File: src/rtl/filt_pkg.sv
// filt_pkg: shared defaults, derived constants and state type for the moving-average filter
package filt_pkg;
  localparam int DEF_W = 12;
  localparam int DEF_LOG2M = 3;
  localparam int DEF_M = 1 << DEF_LOG2M;
  localparam int DEF_SUMW = DEF_W + DEF_LOG2M;
  typedef enum logic {FILL, RUN} state_t;
endpackage

File: src/rtl/sample_shift_reg.sv
// sample_shift_reg: DEPTH-deep sample history exposing the oldest entry
module sample_shift_reg
  import filt_pkg::*;
#(
  parameter int W = DEF_W,
  parameter int DEPTH = DEF_M
) (
  input  logic         clk,
  input  logic         rst,
  input  logic         en,
  input  logic         clr,
  input  logic [W-1:0] din,
  output logic [W-1:0] dout_oldest
);
  logic [DEPTH-1:0][W-1:0] h;
  always_ff @(posedge clk or posedge rst)
    if (rst) h <= '0;
    else if (clr) h <= '0;
    else if (en) h <= {h[DEPTH-2:0], din};
  assign dout_oldest = h[DEPTH-1];
endmodule

File: src/rtl/moving_avg.sv
// moving_avg: 2^LOG2M-sample boxcar average with running sum, fill FSM and registered output
module moving_avg
  import filt_pkg::*;
#(
  parameter int W = DEF_W,
  parameter int LOG2M = DEF_LOG2M
) (
  input  logic         clk,
  input  logic         rst,
  input  logic         en,
  input  logic         clr,
  input  logic [W-1:0] x,
  output logic [W-1:0] y,
  output logic         y_valid,
  output logic         primed
);
  localparam int M = 1 << LOG2M;
  localparam int SW = W + LOG2M;
  state_t state, state_nx;
  logic [LOG2M-1:0] cnt;
  logic [SW-1:0] sum;
  logic [W-1:0] oldest;
  logic acc, full, pend, vpend;
  sample_shift_reg #(.W(W), .DEPTH(M)) u_hist (
    .clk(clk), .rst(rst), .en(en), .clr(clr), .din(x), .dout_oldest(oldest)
  );
  assign acc = en & ~clr;
  assign full = acc & (state == FILL) & (cnt == '1);
  always_comb begin
    state_nx = state;
    state_nx = clr ? FILL : (full ? RUN : state);
  end
  always_ff @(posedge clk or posedge rst)
    if (rst) state <= FILL;
    else state <= state_nx;
  // cnt wraps to zero on the filling accept and is idle in RUN
  always_ff @(posedge clk or posedge rst)
    if (rst) begin
      cnt <= '0;
      sum <= '0;
      pend <= 1'b0;
      vpend <= 1'b0;
      y <= '0;
      y_valid <= 1'b0;
    end else if (clr) begin
      cnt <= '0;
      sum <= '0;
      pend <= 1'b0;
      vpend <= 1'b0;
      y <= '0;
      y_valid <= 1'b0;
    end else begin
      pend <= acc;
      vpend <= acc & ((state == RUN) | full);
      y_valid <= vpend;
      if (pend) y <= W'(sum >> LOG2M);
      if (acc) sum <= sum + SW'(x) - SW'(oldest);
      if (acc && state == FILL) cnt <= cnt + 1'b1;
    end
  assign primed = (state == RUN);
endmodule
File: config.mk
export PLATFORM = sky130hd
export DESIGN_NAME = moving_avg
export DESIGN_NICKNAME = d
export VERILOG_FILES = /design/src/rtl/filt_pkg.sv /design/src/rtl/sample_shift_reg.sv /design/src/rtl/moving_avg.sv
export SDC_FILE = /design/constraint.sdc
export NUM_CORES = 1
export LEC_CHECK = 0
export CAP_MARGIN = 20
export CELL_PAD_IN_SITES_DETAIL_PLACEMENT = 1
export CELL_PAD_IN_SITES_GLOBAL_PLACEMENT = 2
export CORE_ASPECT_RATIO = 1.75
export CORE_MARGIN = 2
export CORE_UTILIZATION = 41
export DETAILED_ROUTE_END_ITERATION = 7
export GPL_TIMING_DRIVEN = 0
export PLACE_DENSITY_LB_ADDON = 0.1
export REMOVE_ABC_BUFFERS = 1
export SYNTH_ARGS = -nofsm -noshare
export SYNTH_HDL_FRONTEND = slang
export SYNTH_SLANG_ARGS = --single-unit
File: constraint.sdc
create_clock -name clk -period 6.17 [get_ports clk]
set_input_delay 1.5425 -clock clk [delete_from_list [all_inputs] [get_ports clk]]
set_output_delay 1.5425 -clock clk [all_outputs]
set_load 0.03 [all_outputs]
# ---- Yosys cells after proc, flatten, opt, wreduce, memory -nomap -nowiden
# Index checks and enable logic that the tools add are counted.
# W data, S select, Z words.
dict set report word_totals {
  register_bits 130
  input_bits 16
  out_inout_bits 14
}
dict set report classes {
  addsub 3
  n_eq_ne 1
  mux 13
  n_bitwise 7
  reduce_logical 6
}
# operator n
set op_table {}
lappend op_table {{$mux W96} 2}
lappend op_table {{$mux W15} 2}
lappend op_table {{$mux W12} 2}
lappend op_table {{$add A15 B12 Y15} 1}
lappend op_table {{$sub A15 B12 Y15} 1}
lappend op_table {{$reduce_bool A2 Y1} 5}
lappend op_table {{$mux W3} 2}
lappend op_table {{$mux W1} 5}
lappend op_table {{$and A1 B1 Y1} 4}
lappend op_table {{$add A3 B1 Y3 const B} 1}
lappend op_table {{$eq A3 B3 Y1 const B} 1}
lappend op_table {{$not A1 Y1} 2}
lappend op_table {{$logic_and A1 B1 Y1} 1}
lappend op_table {{$or A1 B1 Y1} 1}

# ---- Depth between registers and ports, before layout
# Gate-level depths: netlist (run 1).
dict set report depth {
  ltp_word 7
  depth_mapped 11
  mapped_depth_nobuf 11
}

# ---- Hierarchy
# From an unflattened synthesis (run 1), not the netlist that was laid out.
dict set report unflattened {
  hier_cells 590
  area_unflattened_um2 6468.7
}
# module instances cells_per_inst area_each_um2 seq_area_each_um2
set modules_own_cells {}
lappend modules_own_cells {sample_shift_reg 1 323 4002.6 2402.3}
lappend modules_own_cells {moving_avg 1 267 2466.1 850.8}

# ---- Worst setup path before layout (run 1)
# OpenSTA, ideal clock, no wires.
dict set report synth_path {
  path_kind {input-to-reg}
  start {in x[1]}
  end {reg sum[12]}
  setup_ns 0.122
  t_arrival_ns 3.784
  slack_ns 2.264
  path_stages 10
  cell_sequence {inv_1 > fa_1 > inv_1 > fa_1 > a211oi_2 > nor2_2 > o21ai_2 > a21oi_1 > or3_1 > a32o_1}
}
dict set report synth_via {
  elab_chain_len 4
}
# item line_no
set synth_rtl {}
lappend synth_rtl {{start: declaration} moving_avg.sv:12} ;# input logic [W-1:0] x,
lappend synth_rtl {{$add A15 B12 Y15} moving_avg.sv:57} ;# if (acc) sum <= sum + SW'(x) - SW'(oldest);
lappend synth_rtl {{$sub A15 B12 Y15} moving_avg.sv:57}
lappend synth_rtl {{$mux W15} moving_avg.sv:57}
lappend synth_rtl {{$mux W15} moving_avg.sv:45} ;# end else if (clr) begin
lappend synth_rtl {{end signal: assignment} moving_avg.sv:57}
lappend synth_rtl {{end: declaration} moving_avg.sv:21} ;# logic [SW-1:0] sum;
# Every way passes these cells. The select of a mux whose other input is x is not followed.
# A chain may end at the register's enable or synchronous reset.

# ---- Final worst setup path (run 1)
# Same ends and word-level chain as after synthesis.

==> impl_metrics.json, run 1 <==
{
  "run_status": "completed",
  "grt_pass1_wl_um": 22000,
  "clock_insertion_delay_worst_skew_ps": 410,
  "antenna_cells_inserted": 0,
  "post_cts.repair.setup_buffers": 0,
  "share_clk_of_total_power": 0.409,
  "wire_per_inst_um": 16.1,
  "report.final.setup_viol": 0,
  "flow.area_growth_from_synthesis_pct": 17.8,
  "drt-vias-per-instance": 5.13,
  "number_of_i_o_pins": 30,
  "clock-root-buffer": "clkbuf_16",
  "grt.overflow.total": 0,
  "synth_ff_type": "dfrtp_1",
  "clockBufferDepth": 2,
  "ff2ff_setup_slack_ps": 3250,
  "worstPathRequired_ps": 6470,
  "cp-start-kind": "primary input",
  "dieWidth_um": 97.7,
  "met2_wirelength_um": 7090,
  "fin_worst_skew_ps": 8.53,
  "max-cap-violations": 0,
  "grt_start_max_net_pins": 81,
  "crit_path_start": "x[1]",
  "p_seq_frac": 0.348,
  "drt_iter0_drc": 135,
  "dieArea_sq_mm": 0.0164,
  "clkTransAtPathRegs_ps": 60,
  "initial_utilization": 0.422,
  "met3_wirelength_um": 246,
  "min_path_type": "flop to flop",
  "regToRegStartpoint": "sum[1]",
  "routabilityCongestion": 0.743,
  "holdWs_ps": 520,
  "cellPowerDensity_mw_per_mm2": 362,
  "first_global_vias": 4547,
  "ys_ff_latch": 130,
  "launch_instance_of_the_worst_min_delay_path": "u_hist.h[20]",
  "core_area_sq_mm": 0.0149,
  "final_core_utilization": 0.497,
  "cp_slowest_stage_delay_ps": 560,
  "die-height_um": 168,
  "cts.sink_count": 130,
  "max_clock_freq_mhz": 234,
  "vdd.ir_drop.worst_mv": 0.202,
  "grt_use_total": 0.167,
  "dp.cells": 763,
  "cts_buffers": 17,
  "antenna_found_initial": 0,
  "layout_min_cycle_time_ps": 4270,
  "drive_above_1_share": 0.0719,
  "cts_tree": "done",
  "worst-path-max-fanout": 4,
  "routed_wl_um": 12800,
  "post_cts_hold_buffer_count": 0,
  "combPwrFrac": 0.243,
  "cp.arrival_ps": 4570,
  "yosys.cell_types.count": 45,
  "async_flop_share": 1.00,
  "vias_after_detailed_routing": 4081,
  "cellInternalPower_w": 0.00189,
  "ctsHtreeMaxLevel": 4,
  "report.final.hold_viol_count": 0,
  "dr_drc_count": 0,
  "worst_slew_pin_slew_ps": 878,
  "postCtsResizedCells": 0,
  "slew_violations": 0,
  "io_buffers": 29,
  "maxUsedRoutingLayer": "met4",
  "switching_power_w": 0.000802,
  "yosysWarnings": 0,
  "mean_post_synth_cell_area_sq_um": 10.9,
  "synthesis.instances": 576,
  "cellLeakagePower_nw": 3.73,
  "synth_sequential_area_ratio": 0.517,
  "setup.worst_path.class": "primary input to flop",
  "design.final.nets": 644,
  "fin_crit_sh": 0.692,
  "detailedRoute.firstPassIterationCount": 6,
  "critical_path.endpoint_type": "flop",
  "p_total_w": 0.00269,
  "synth_area_sq_mm": 0.00629,
  "stdcell_count": 795,
  "timing.critical_path.cells": "clkdlybuf4s50_1 > inv_1 > fa_1 > inv_1 > fa_1 > a211oi_2 > nor2_2 > o21ai_2 > a21oi_1 > or3_1 > a32o_1",
  "met1Wirelength_um": 5300,
  "ant_nets": 0,
  "switching_fraction_of_total_power": 0.298,
  "critical-path-slowest-cell": "fa_1",
  "post-dp-hpwl_um": 8310,
  "timing.slew.headroom": 0.415,
  "row_count": 59,
  "synth_edf_count": 0,
  "rsz0062_at_grt": "no"
}
[power by group through the flow]
stage,Clock (W),Combinational [W],Sequential [W]
6_report,0.00110,0.000653,0.000934
2_1_floorplan,0,0.000463,0.000951
5_1_grt,0.00117,0.000728,0.000941
3_3_place_gp,0,0.000659,0.000949
3_5_place_dp,0,0.000659,0.000951
4_1_cts,0.00113,0.000666,0.000935
[path summary, 6_finish.rpt]
check | end | cells past startpoint
max in group asynchronous | y[11] | 3
setup / recovery | sum[12] | 11
hold reg to reg | u_hist.h[20] | 2
setup reg to reg | sum[12] | 10
hold / removal | u_hist.h[20] | 2
min in group asynchronous | u_hist.h[16] | 2
[final cells by class]
| cell class | instances | area, sq um |
|---|---|---|
| Sequential cell | 130 | 3250 |
| Inverter | 52 | 200 |
| Clock buffer | 20 | 437 |
| Timing Repair Buffer | 32 | 372 |
| Clock inverter | 12 | 206 |
| Tap cell | 183 | 229 |
| Multi-Input combinational cell | 366 | 2720 |
| Fill cell | 1620 | 7490 |
[through the flow]
stage	TNS, ps	instance area, sq um	setup slack (ps)
finish	0	7420	1900
global route	0	7420	1800
floorplan	0	6170	1160
CTS	0	7420	1910
detailed placement	0	6780	1530
global placement	-250550	6690	-2810
[Yosys cell counts (5+ instances only)]
cell type | number | area (sq um)
inv_1 | 51 | 191
a21o_1 | 6 | 45.0
ha_1 | 17 | 213
o21ai_0 | 5 | 25.0
nand3_1 | 5 | 25.0
mux2i_1 | 114 | 1140
nand2_1 | 13 | 48.8
dfrtp_1 | 130 | 3250
fa_1 | 12 | 240
buf_2 | 7 | 35.0
nor2_1 | 127 | 477
a21oi_1 | 10 | 50.1
clkbuf_1 | 15 | 56.3
[registers in the layout, indices dropped and copies added, names as in the netlist]
| register | flops |
|---|---|
| cnt | 3 |
| u_hist.dout_oldest | 12 |
| sum | 15 |
| primed | 1 |
| y | 12 |
| y_valid | 1 |
| u_hist.h | 84 |
| vpend | 1 |
| pend | 1 |
[logic make-up after synthesis]
logic type / after synthesis / synth area share
simple gates: 161 / 0.103
xor+xnor: 8 / 0.0111
buf+inv: 80 / 0.0509
mux: 115 / 0.183
compound gates: 53 / 0.0632
fa+ha+maj: 29 / 0.0720
flops: 130 / 0.517
[placed cells by master (no fill, tap or decap), types with 6 or more instances in the layout]
cell,count
a21o_1,6
a21oi_1,10
clkbuf_16,17
clkdlybuf4s50_1,27
dfrtp_1,130
fa_1,12
ha_1,17
inv_1,50
mux2i_1,114
nand2_1,13
nor2_1,127
[per-layer routing]
metal  vias to the layer above  GRT usage
met5                         -          0
met4                         0     0.0622
li1                       1956          -
met2                        36      0.306
met1                      2076      0.191
met3                        13     0.0320
[worst max-delay path, delay by kind of cell]
family	cells	cell delay, ps
and+or+nand+nor	2	470
buffers and inverters	3	660
adders and majority gates	2	1060
AOI/OAI and AO/OA	4	840
No activity file was read; power rests on OpenSTA's default activity.
==> inputs of run 2 (changes only) <==
Clock period 6.17 ns to 4.3 ns, I/O delays scaled along.
==> results of run 2 <==
Same layout as run 1 (identical final DEF). Status: completed.
Among the figures that moved: setup slack after placement 1530 ps -> 123 ps; setup slack after layout 1900 ps -> 497 ps; register-to-register setup slack 3250 ps -> 1380 ps; total power 0.00269 W -> 0.00386 W; worst IR drop on VDD 0.202 mV -> 0.290 mV
